File: src/rtl/s510_cnt_gen_if.sv
// Control inputs and decode outputs of the s510 line/pixel counter generator.
// The master drives the clear/increment requests; the slave is the counter block.
interface s510_cnt_gen_if;
    logic cclr;
    logic pclr;
    logic pc;

    logic cnt10, cnt13, cnt21, cnt44, cnt45, cnt261, cnt272;
    logic cnt283, cnt284, cnt509, cnt511, cnt567, cnt591;
    logic pcnt6, pcnt12, pcnt17, pcnt27, pcnt241;
    logic field;
    logic cnt_ovf;

    modport master (
        output cclr, pclr, pc,
        input  cnt10, cnt13, cnt21, cnt44, cnt45, cnt261, cnt272,
        input  cnt283, cnt284, cnt509, cnt511, cnt567, cnt591,
        input  pcnt6, pcnt12, pcnt17, pcnt27, pcnt241,
        input  field, cnt_ovf
    );

    modport slave (
        input  cclr, pclr, pc,
        output cnt10, cnt13, cnt21, cnt44, cnt45, cnt261, cnt272,
        output cnt283, cnt284, cnt509, cnt511, cnt567, cnt591,
        output pcnt6, pcnt12, pcnt17, pcnt27, pcnt241,
        output field, cnt_ovf
    );
endinterface

File: src/rtl/s510_cnt_gen.sv
// Line/pixel counter with registered decode strobes and a field parity bit.
// Optional sticky line-wrap flag is enabled by defining S510_CNT_OVF_EN.
module s510_cnt_gen #(
    parameter int CW = 10,
    parameter int PW = 8
) (
    input logic            CK,
    input logic            RN,
    s510_cnt_gen_if.slave  bus
);

    localparam int NCNT  = 13;
    localparam int NPCNT = 5;
    localparam int CNT_DEC  [NCNT]  = '{10, 13, 21, 44, 45, 261, 272, 283, 284, 509, 511, 567, 591};
    localparam int PCNT_DEC [NPCNT] = '{6, 12, 17, 27, 241};

    logic [CW-1:0]    cnt, cnt_next;
    logic [PW-1:0]    pcnt, pcnt_next;
    logic [NCNT-1:0]  cnt_dec;
    logic [NPCNT-1:0] pcnt_dec;
    logic             field_q;

    always_comb begin
        cnt_next  = cnt;
        pcnt_next = pcnt;
        if (bus.cclr)
            cnt_next = '0;
        else if (bus.pclr)
            cnt_next = cnt + 1'b1;
        if (bus.pclr)
            pcnt_next = '0;
        else if (bus.pc)
            pcnt_next = pcnt + 1'b1;
    end

    // Strobes are decoded from the next-state value so they line up with the counter registers.
    always_ff @(posedge CK or negedge RN) begin
        if (!RN) begin
            cnt      <= '0;
            pcnt     <= '0;
            cnt_dec  <= '0;
            pcnt_dec <= '0;
            field_q  <= 1'b0;
        end else begin
            cnt  <= cnt_next;
            pcnt <= pcnt_next;
            for (int i = 0; i < NCNT; i++)
                cnt_dec[i] <= (cnt_next == CW'(CNT_DEC[i]));
            for (int j = 0; j < NPCNT; j++)
                pcnt_dec[j] <= (pcnt_next == PW'(PCNT_DEC[j]));
            if (bus.cclr)
                field_q <= ~field_q;
        end
    end

`ifdef S510_CNT_OVF_EN
    logic ovf_q;
    logic wrap;

    assign wrap = !bus.cclr && bus.pclr && (cnt == '1);

    // A clear on the same edge as a wrap wins, leaving the flag low.
    always_ff @(posedge CK or negedge RN) begin
        if (!RN)
            ovf_q <= 1'b0;
        else if (bus.cclr)
            ovf_q <= 1'b0;
        else if (wrap)
            ovf_q <= 1'b1;
    end

    assign bus.cnt_ovf = ovf_q;
`else
    assign bus.cnt_ovf = 1'b0;
`endif

    assign bus.cnt10  = cnt_dec[0];
    assign bus.cnt13  = cnt_dec[1];
    assign bus.cnt21  = cnt_dec[2];
    assign bus.cnt44  = cnt_dec[3];
    assign bus.cnt45  = cnt_dec[4];
    assign bus.cnt261 = cnt_dec[5];
    assign bus.cnt272 = cnt_dec[6];
    assign bus.cnt283 = cnt_dec[7];
    assign bus.cnt284 = cnt_dec[8];
    assign bus.cnt509 = cnt_dec[9];
    assign bus.cnt511 = cnt_dec[10];
    assign bus.cnt567 = cnt_dec[11];
    assign bus.cnt591 = cnt_dec[12];

    assign bus.pcnt6   = pcnt_dec[0];
    assign bus.pcnt12  = pcnt_dec[1];
    assign bus.pcnt17  = pcnt_dec[2];
    assign bus.pcnt27  = pcnt_dec[3];
    assign bus.pcnt241 = pcnt_dec[4];

    assign bus.field = field_q;

endmodule

File: src/flat_wrapper.sv
// flat-port wrapper written by rule: the top's interface ports become plain ports
module s510_cnt_gen_flat 
#(
    parameter int CW = 10,
    parameter int PW = 8
)
  (CK, RN, bus_cclr, bus_pclr, bus_pc, bus_cnt10, bus_cnt13, bus_cnt21, bus_cnt44, bus_cnt45, bus_cnt261, bus_cnt272, bus_cnt283, bus_cnt284, bus_cnt509, bus_cnt511, bus_cnt567, bus_cnt591, bus_pcnt6, bus_pcnt12, bus_pcnt17, bus_pcnt27, bus_pcnt241, bus_field, bus_cnt_ovf);
  s510_cnt_gen_if bus_i ();
  input logic CK;
  input logic RN;
  input wire logic [$bits(bus_i.cclr)-1:0] bus_cclr;
  input wire logic [$bits(bus_i.pclr)-1:0] bus_pclr;
  input wire logic [$bits(bus_i.pc)-1:0] bus_pc;
  output wire logic [$bits(bus_i.cnt10)-1:0] bus_cnt10;
  output wire logic [$bits(bus_i.cnt13)-1:0] bus_cnt13;
  output wire logic [$bits(bus_i.cnt21)-1:0] bus_cnt21;
  output wire logic [$bits(bus_i.cnt44)-1:0] bus_cnt44;
  output wire logic [$bits(bus_i.cnt45)-1:0] bus_cnt45;
  output wire logic [$bits(bus_i.cnt261)-1:0] bus_cnt261;
  output wire logic [$bits(bus_i.cnt272)-1:0] bus_cnt272;
  output wire logic [$bits(bus_i.cnt283)-1:0] bus_cnt283;
  output wire logic [$bits(bus_i.cnt284)-1:0] bus_cnt284;
  output wire logic [$bits(bus_i.cnt509)-1:0] bus_cnt509;
  output wire logic [$bits(bus_i.cnt511)-1:0] bus_cnt511;
  output wire logic [$bits(bus_i.cnt567)-1:0] bus_cnt567;
  output wire logic [$bits(bus_i.cnt591)-1:0] bus_cnt591;
  output wire logic [$bits(bus_i.pcnt6)-1:0] bus_pcnt6;
  output wire logic [$bits(bus_i.pcnt12)-1:0] bus_pcnt12;
  output wire logic [$bits(bus_i.pcnt17)-1:0] bus_pcnt17;
  output wire logic [$bits(bus_i.pcnt27)-1:0] bus_pcnt27;
  output wire logic [$bits(bus_i.pcnt241)-1:0] bus_pcnt241;
  output wire logic [$bits(bus_i.field)-1:0] bus_field;
  output wire logic [$bits(bus_i.cnt_ovf)-1:0] bus_cnt_ovf;
  assign bus_i.cclr = bus_cclr;
  assign bus_i.pclr = bus_pclr;
  assign bus_i.pc = bus_pc;
  assign bus_cnt10 = bus_i.cnt10;
  assign bus_cnt13 = bus_i.cnt13;
  assign bus_cnt21 = bus_i.cnt21;
  assign bus_cnt44 = bus_i.cnt44;
  assign bus_cnt45 = bus_i.cnt45;
  assign bus_cnt261 = bus_i.cnt261;
  assign bus_cnt272 = bus_i.cnt272;
  assign bus_cnt283 = bus_i.cnt283;
  assign bus_cnt284 = bus_i.cnt284;
  assign bus_cnt509 = bus_i.cnt509;
  assign bus_cnt511 = bus_i.cnt511;
  assign bus_cnt567 = bus_i.cnt567;
  assign bus_cnt591 = bus_i.cnt591;
  assign bus_pcnt6 = bus_i.pcnt6;
  assign bus_pcnt12 = bus_i.pcnt12;
  assign bus_pcnt17 = bus_i.pcnt17;
  assign bus_pcnt27 = bus_i.pcnt27;
  assign bus_pcnt241 = bus_i.pcnt241;
  assign bus_field = bus_i.field;
  assign bus_cnt_ovf = bus_i.cnt_ovf;
  s510_cnt_gen #(.CW(CW), .PW(PW)) u_core (.CK(CK), .RN(RN), .bus(bus_i));
endmodule
File: config.mk
export PLATFORM = sky130hd
export DESIGN_NAME = s510_cnt_gen_flat
export DESIGN_NICKNAME = d
export VERILOG_FILES = /design/src/rtl/s510_cnt_gen_if.sv /design/src/rtl/s510_cnt_gen.sv /design/src/flat_wrapper.sv
export SDC_FILE = /design/constraint.sdc
export NUM_CORES = 1
export LEC_CHECK = 0
export BUFFER_PORTS_ARGS = -buffer_cell sky130_fd_sc_hd__buf_4
export CAP_MARGIN = 20
export CORE_MARGIN = 5
export CORE_UTILIZATION = 45
export CTS_CLUSTER_SIZE = 20
export DETAILED_ROUTE_END_ITERATION = 8
export SYNTH_ARGS = -nofsm -noshare
export SYNTH_HDL_FRONTEND = slang
export SYNTH_SLANG_ARGS = --single-unit
export TNS_END_PERCENT = 10
File: constraint.sdc
create_clock -name CK -period 2.9 [get_ports CK]
set_input_delay 0.58 -clock CK [delete_from_list [all_inputs] [get_ports CK]]
set_output_delay 0.58 -clock CK [all_outputs]
set_load 0.005 [all_outputs]
==> summary.md, run 1 <==
| Metric | Value |
|---|---|
| Placed Instance Area | 0.002182 mm^2 |
| Commonest cells post-synth | dfrtp_1 (37), nor2_1 (27), nand2_1 (11), nor3_1 (10), nor4_1 (10) |
| Post-synth EDFFs | 0 |
| Share of synthesized cell area in and, or, nand and nor gates | 0.2853 |
| Tcrit/Tclk final | 0.8902 |
| CP Capture Type | register |
| Total number of vias | 1,604 |
| Met2 usage | 0.2106 |
| Ant diodes | 0 |
| Top post-synthesis cells by area | dfrtp_1 (46%), nor2_1 (5.1%), xnor2_1 (3.9%), nor4_1 (3.1%), xor2_1 (3.1%) |
| Die height | 76.60 um |
| Worst Slack Setup Final | 0.3185 ns |
| Finished Cell Area | 0.002297 mm^2 |
| Adder-cell area share of the yosys netlist | 0.01254 |
| Compound-gate portion of the synthesized area | 0.1041 |
| First-pass GRT wire length | 7.369 mm |
| Most area-hungry cell type in the Yosys netlist | dfrtp_1 |
| Post-route ant nets | 0 |
| Crit path max fanout | 15 |
| Sw frac | 0.2472 |
| Post-synthesis xor/xnor area fraction | 0.07837 |
| YS warnings | 0 |
| Clock power share | 0.421 |
| DRT iter0 DRCs | 214 |
| GR Util met1 | 0.2382 |
| Clk_lat worst skew | 0.30 ns |
| Slew Limit Fails | 0 |
| # port buffers | 23 |
| Core area | 0.004324 mm^2 |
| CP Class | register to register |
| CTS sink count | 37 |
| Worst clock skew | 0.01303 ns |
| Area Overhead vs Synth | 15.11% |
| FFs w/ async S/R, synth | 1.000 |
| Mapped cell area | 0.001996 mm^2 |
| WL/cell | 15.95 um |
| H-tree depth | 2 |
| Clock transition at path regs | 0.09 ns |
| WL final | 4.433 mm |
| First-pass detailed-route iteration total | 4 |
| I/O pins | 25 |
| GPL Wtd Cong | 0.8847 |
| Fmax | 387.4 MHz |
| CP required | 3.07 ns |
| CTS max path bufs | 2 |
| Most frequent cell after synthesis | dfrtp_1 |
| RSZ-0062 raised after global routing | false |
| Final min period | 2.581 ns |
| Fillers | 392 |
| Crit path arrival time | 2.75 ns |
| Post-CTS Hold Buffers | 0 |
| Post-CTS sizing | 0 |
| Initial antenna violation count | 0 |
| CP Launch Type | register |
| Rows | 24 |
| CTS buffer count | 5 |
| Main combinational cell family by area after synthesis | simple AND/OR/NAND/NOR gates |
| Hold Vio Cnt, Final | 0 |
| Psw | 269.7 uW |
| Final setup fails | 0 |
| Leak | 1.018 nW |
| Worst IR Drop VDD | 0.2199 mV |
| Yosys top cell area share | 0.4639 |
| Post-synth top flop | dfrtp_1 |
| Layout cell share with drive strength beyond 1 | 0.1770 |
| Seq cells post-synth | 37 |
| Cell variety after synth | 49 |
| Hold_ws | 0.2270 ns |
| Nets | 232 |
| CTS tree | yes |
| DP Wirelength | 3.199 mm |
| Proportion of synthesized area in mux cells | 0.01505 |
| Die Wd | 76.60 um |
| Vias per cell | 5.770 |
| TNS Setup | 0 ns |
| Combinational power share | 0.081 |
| Vias in the first global route | 1,485 |
| Cell Pwr Density | 474.9 mW/mm^2 |
| Hold Path Class | input port to asynchronous set/reset pin |
| Total grt overflow | 0 |
| Post-Syn Instances | 206 |
| Synthesized Nets | 213 |
| Syn Area/Cell | 9.688 um^2 |
| Largest net degree at the start of global routing | 38 |
| Initial Util | 0.4615 |
| GRT Util Overall | 0.1568 |
| Drt drc | 0 |
| Register area share after synthesis | 0.4639 |
| Flop pwr share | 0.498 |
| Setup Buffers After CTS | 0 |
| Status | complete, no violations |
| Worst slack, placed | 0.3531 ns |
| Top Usage Layer GRT | met1 |
| Die Footprint | 0.005867 mm^2 |
| GRT met3 Usage | 0.05201 |
| Clk root buf | clkbuf_8 |
| Internal | 821.4 uW |
| # Max-Cap Violations | 0 |
worst max-delay path, cell delays in order (launching register included):
cell	delay, ns
dfrtp_1	0.61
ha_1	0.44
nand4_4	0.18
or4b_4	0.53
a21oi_4	0.20
o211ai_2	0.13
nor4bb_1	0.36
stage by stage:
step                      power [mW]  utilization  instances
after global routing           1.134       0.5313        278
after detailed placement      0.6420       0.5046        270
after global placement        0.6391       0.5046        270
final                          1.091       0.5313        278
after floorplan               0.6063            -        206
after CTS                      1.094       0.5313        278
cells by family (layout without fill, tap and decap cells):
logic type | count (synthesis) | count (layout)
buffers and inverters | 18 | 38
muxes | 3 | 3
adders and majority gates | 2 | 2
DFF | 37 | 37
xor gates and xnor gates | 17 | 17
and+or+nand+nor | 101 | 101
AOI/OAI and AO/OA | 27 | 27
other | 1 | 1
layer usage:
layer  vias to the layer above  part of all wire
met1                       757              0.47
met4                         0            0.0099
met3                         5             0.095
li1                        775                 -
met2                        67              0.42
met5                         -                 0
sequential cells by signal, summed over array words and instances, names as in the netlist:
| signal | flops |
|---|---|
| u_core.cnt_dec | 13 |
| u_core.cnt | 10 |
| u_core.pcnt | 8 |
| u_core.pcnt_dec | 5 |
| u_core.bus.field | 1 |
power by group through the flow:
stage	sequential [mW]	clock (mW)	combinational [mW]
finish	0.544	0.459	0.0879
global route	0.547	0.487	0.101
CTS	0.544	0.462	0.0889
detailed placement	0.554	0	0.0878
global placement	0.553	0	0.0859
floorplan	0.549	0	0.0575
area by class of cell:
cell class | count | area, um^2 | share of cell area
Multi-Input combinational cell | 151 | 992.2 | 0.4319
Sequential cell | 37 | 925.9 | 0.4031
Timing Repair Buffer | 23 | 172.7 | 0.07516
Clock buffer | 5 | 68.82 | 0.02996
Tap cell | 52 | 65.06 | 0.02832
Clock inverter | 3 | 46.29 | 0.02015
Inverter | 7 | 26.28 | 0.01144
cell usage in the layout (no fill, tap or decap), drive strengths merged, types with 3 or more instances in the layout:
master  Yosys  final
nor3       10     10
nor3b       3      3
or4b        3      3
clkbuf      2      5
inv         7      7
nand3       8      8
a21oi       7      7
o211ai      3      3
o21ai       3      3
and3        3      3
a31oi       3      3
nand2      11     11
nand4       9      9
nand2b      6      6
mux2i       3      3
xnor2      10     10
xor2        7      7
dfrtp      37     37
nor4       10     10
buf         9     23
nor2       27     27
worst paths after layout:
kind	cells after the start	from	slack, ns	to
setup / recovery	6	u_core.cnt[0]	0.32	u_core.cnt_dec[2]
hold / removal	1	RN	0.23	u_core.cnt[9]
setup reg to reg	6	u_core.cnt[0]	0.32	u_core.cnt_dec[2]
hold reg to reg	1	u_core.bus.field	0.47	u_core.bus.field
max in group asynchronous	1	RN	2.32	u_core.pcnt_dec[2]
min in group CK	1	u_core.bus.field	0.47	u_core.bus.field
Power figures use the tool's default switching activity.
==> run 2, diff against run 1 <==
BUFFER_PORTS_ARGS = -buffer_cell sky130_fd_sc_hd__buf_2   (was -buffer_cell sky130_fd_sc_hd__buf_4)
CORE_ASPECT_RATIO = 0.5   (was not set)
==> run 2 against run 1 <==
Compared with the run above: fmax grew 4.6%; critical endpoint is now u_core.cnt_dec[6]; utilization is 2.1 points lower; cell area is 3.7% lower.
==> summary.md, run 2 (synthesized netlist as in run 1, its figures left out) <==
| Metric | Value |
|---|---|
| Combinational power share | 0.086 |
| Ant diodes | 0 |
| CTS max path bufs | 2 |
| Placed Instance Area | 0.002138 mm^2 |
| Total number of vias | 1,568 |
| Critical path cell sequence | ha_1 -> nand4_4 -> or4b_4 -> a21oi_4 -> o211ai_2 -> nor4_1 |
| Flop pwr share | 0.572 |
| CP Capture Type | register |
| Initial Util | 0.4599 |
| Vias per cell | 5.560 |
| Nets | 233 |
| Worst Max-Slew Pin Slew | 0.8298 ns |
| Layout cell share with drive strength beyond 1 | 0.1733 |
| Rows | 17 |
| Reg2reg end | u_core.cnt_dec[6] |
| CTS buffer count | 5 |
| H-tree depth | 2 |
| Crit path arrival time | 2.64 ns |
| Final setup fails | 0 |
| Fillers | 408 |
| Worst R2R Start | u_core.cnt[0] |
| Leak | 1.006 nW |
| Area Overhead vs Synth | 10.85% |
| TNS Setup | 0 ns |
| Tcrit/Tclk final | 0.8512 |
| Status | complete, no violations |
| Most frequent cells in the layout | dfrtp_1 (37), nor2_1 (27), buf_2 (23) |
| CTS sink count | 37 |
| Clk root buf | clkbuf_8 |
| Crit path max fanout | 15 |
| First-pass detailed-route iteration total | 4 |
| Final min period | 2.469 ns |
| Most common cell after layout, fill and taps aside | dfrtp_1 |
| DP Wirelength | 2.929 mm |
| GRT Util Overall | 0.1411 |
| Die Footprint | 0.005948 mm^2 |
| Largest reg by FF count | u_core.cnt_dec |
| I/O pins | 25 |
| Fin util | 0.5098 |
| Vias in the first global route | 1,418 |
| CTS tree | yes |
| WL/cell | 14.43 um |
| Initial antenna violation count | 0 |
| # port buffers | 23 |
| First-pass GRT wire length | 6.824 mm |
| CP required | 3.07 ns |
| Cell family with the largest share of critical-path delay | simple AND/OR/NAND/NOR gates |
| Core area | 0.004339 mm^2 |
| WL final | 4.069 mm |
| Clock transition at path regs | 0.07 ns |
| Buf/Inv on CP | 0 |
| Slowest Stage Delay on Critical Path | 0.61 ns |
| Clock power share | 0.341 |
| Fmax | 405.1 MHz |
| DRT iter0 DRCs | 34 |
| Cell Pwr Density | 429.9 mW/mm^2 |
| Finished Cell Area | 0.002212 mm^2 |
| Clk_lat worst skew | 0.28 ns |
| CP Launch Type | register |
| GPL Wtd Cong | 0.8841 |
| Worst R2R Path Depth | 6 |
| Largest net degree at the start of global routing | 38 |
| Worst IR Drop VDD | 0.1686 mV |
| Internal | 717.8 uW |
| Total grt overflow | 0 |
| Max-slew headroom | 0.4468 |
| Psw | 233.1 uW |
| Drt drc | 0 |
| Die Wd | 104.2 um |
| Post-route ant nets | 0 |
| Die height | 57.09 um |
| Sw frac | 0.2451 |
| RSZ-0062 raised after global routing | false |
| Post-CTS Hold Buffers | 0 |
| Reg-to-reg slack, setup | 0.43 ns |
| Slew Limit Fails | 0 |
| Post-CTS sizing | 0 |
| # Max-Cap Violations | 0 |
| Crit-path slowest cell | dfrtp_1 |
| Max reg flops | 13 |
| CP Class | register to register |
| Setup Buffers After CTS | 0 |
| Hold Vio Cnt, Final | 0 |
| Hold Path Class | input port to asynchronous set/reset pin |
| Worst clock skew | 0.004403 ns |
| Regs by FF count | u_core.cnt_dec: 13 flops, u_core.cnt: 10 flops, u_core.pcnt: 8 flops |
## run 2: cell types whose count changed in the layout (fill, tap and decap cells not counted), sizes merged
| cell | delta |
|---|---|
| buf | +1 |
| bufinv | -1 |
| clkinvlp | -1 |
## run 2: power by group through the flow
| stage | registers (mW) | clock network [mW] | logic [mW] |
|---|---|---|---|
| after floorplan | 0.549 | 0 | 0.0575 |
| after global placement | 0.553 | 0 | 0.0814 |
| after detailed placement | 0.554 | 0 | 0.0829 |
| after CTS | 0.544 | 0.336 | 0.0839 |
| after global routing | 0.546 | 0.359 | 0.0935 |
| final | 0.544 | 0.325 | 0.0821 |
## run 2: worst reg2reg max path: cells and delay by family (launching register included)
family / cells / cell delay, ns
AND/OR/NAND/NOR: 3 / 1.00
AO/OA/AOI/OAI: 2 / 0.33
adder cells (fa/ha/maj): 1 / 0.43
flip-flops: 1 / 0.61
## run 2: cell type report
class,count,area [um^2],area share
Tap cell,57,71.32,0.03224
Sequential cell,37,925.9,0.4186
Clock buffer,5,68.82,0.03111
Inverter,7,26.28,0.01188
Timing Repair Buffer,24,122.6,0.05543
Clock inverter,1,5.005,0.002262
Multi-Input combinational cell,151,992.2,0.4485
## run 2: worst max-delay path by stage
stage / start / to / slack (ns) / cells after the start
2_1_floorplan: u_core.cnt[1] / u_core.cnt_dec[0] / 0.86 / 7
3_3_place_gp: u_core.cnt[0] / u_core.cnt_dec[3] / 0.46 / 6
3_5_place_dp: u_core.cnt[0] / u_core.cnt_dec[6] / 0.44 / 6
4_1_cts: u_core.cnt[0] / u_core.cnt_dec[6] / 0.41 / 6
5_1_grt: u_core.cnt[0] / u_core.cnt_dec[7] / 0.23 / 6
6_report: u_core.cnt[0] / u_core.cnt_dec[6] / 0.43 / 6
## run 2: stage by stage
| step | hold slack (ns) | worst slack [ns] | cells | power (mW) |
|---|---|---|---|---|
| after floorplan | 0.2844 | 0.8553 | 206 | 0.6063 |
| after global placement | 0.4479 | 0.4630 | 276 | 0.6344 |
| after detailed placement | 0.4695 | 0.4417 | 276 | 0.6372 |
| after CTS | 0.4317 | 0.4144 | 282 | 0.9637 |
| after global routing | 0.4724 | 0.2270 | 282 | 0.9992 |
| final | 0.3893 | 0.4314 | 282 | 0.9509 |
## run 2: per-layer routing
| layer | routed length [um] | share of wire | global-route usage | up-vias |
|---|---|---|---|---|
| met5 | 0 | 0 | 0 | - |
| met4 | 29 | 0.0071 | 0.02768 | 0 |
| met3 | 242 | 0.059 | 0.05085 | 5 |
| met2 | 1808 | 0.44 | 0.2156 | 37 |
| met1 | 1989 | 0.49 | 0.1955 | 745 |
| li1 | - | - | - | 781 |
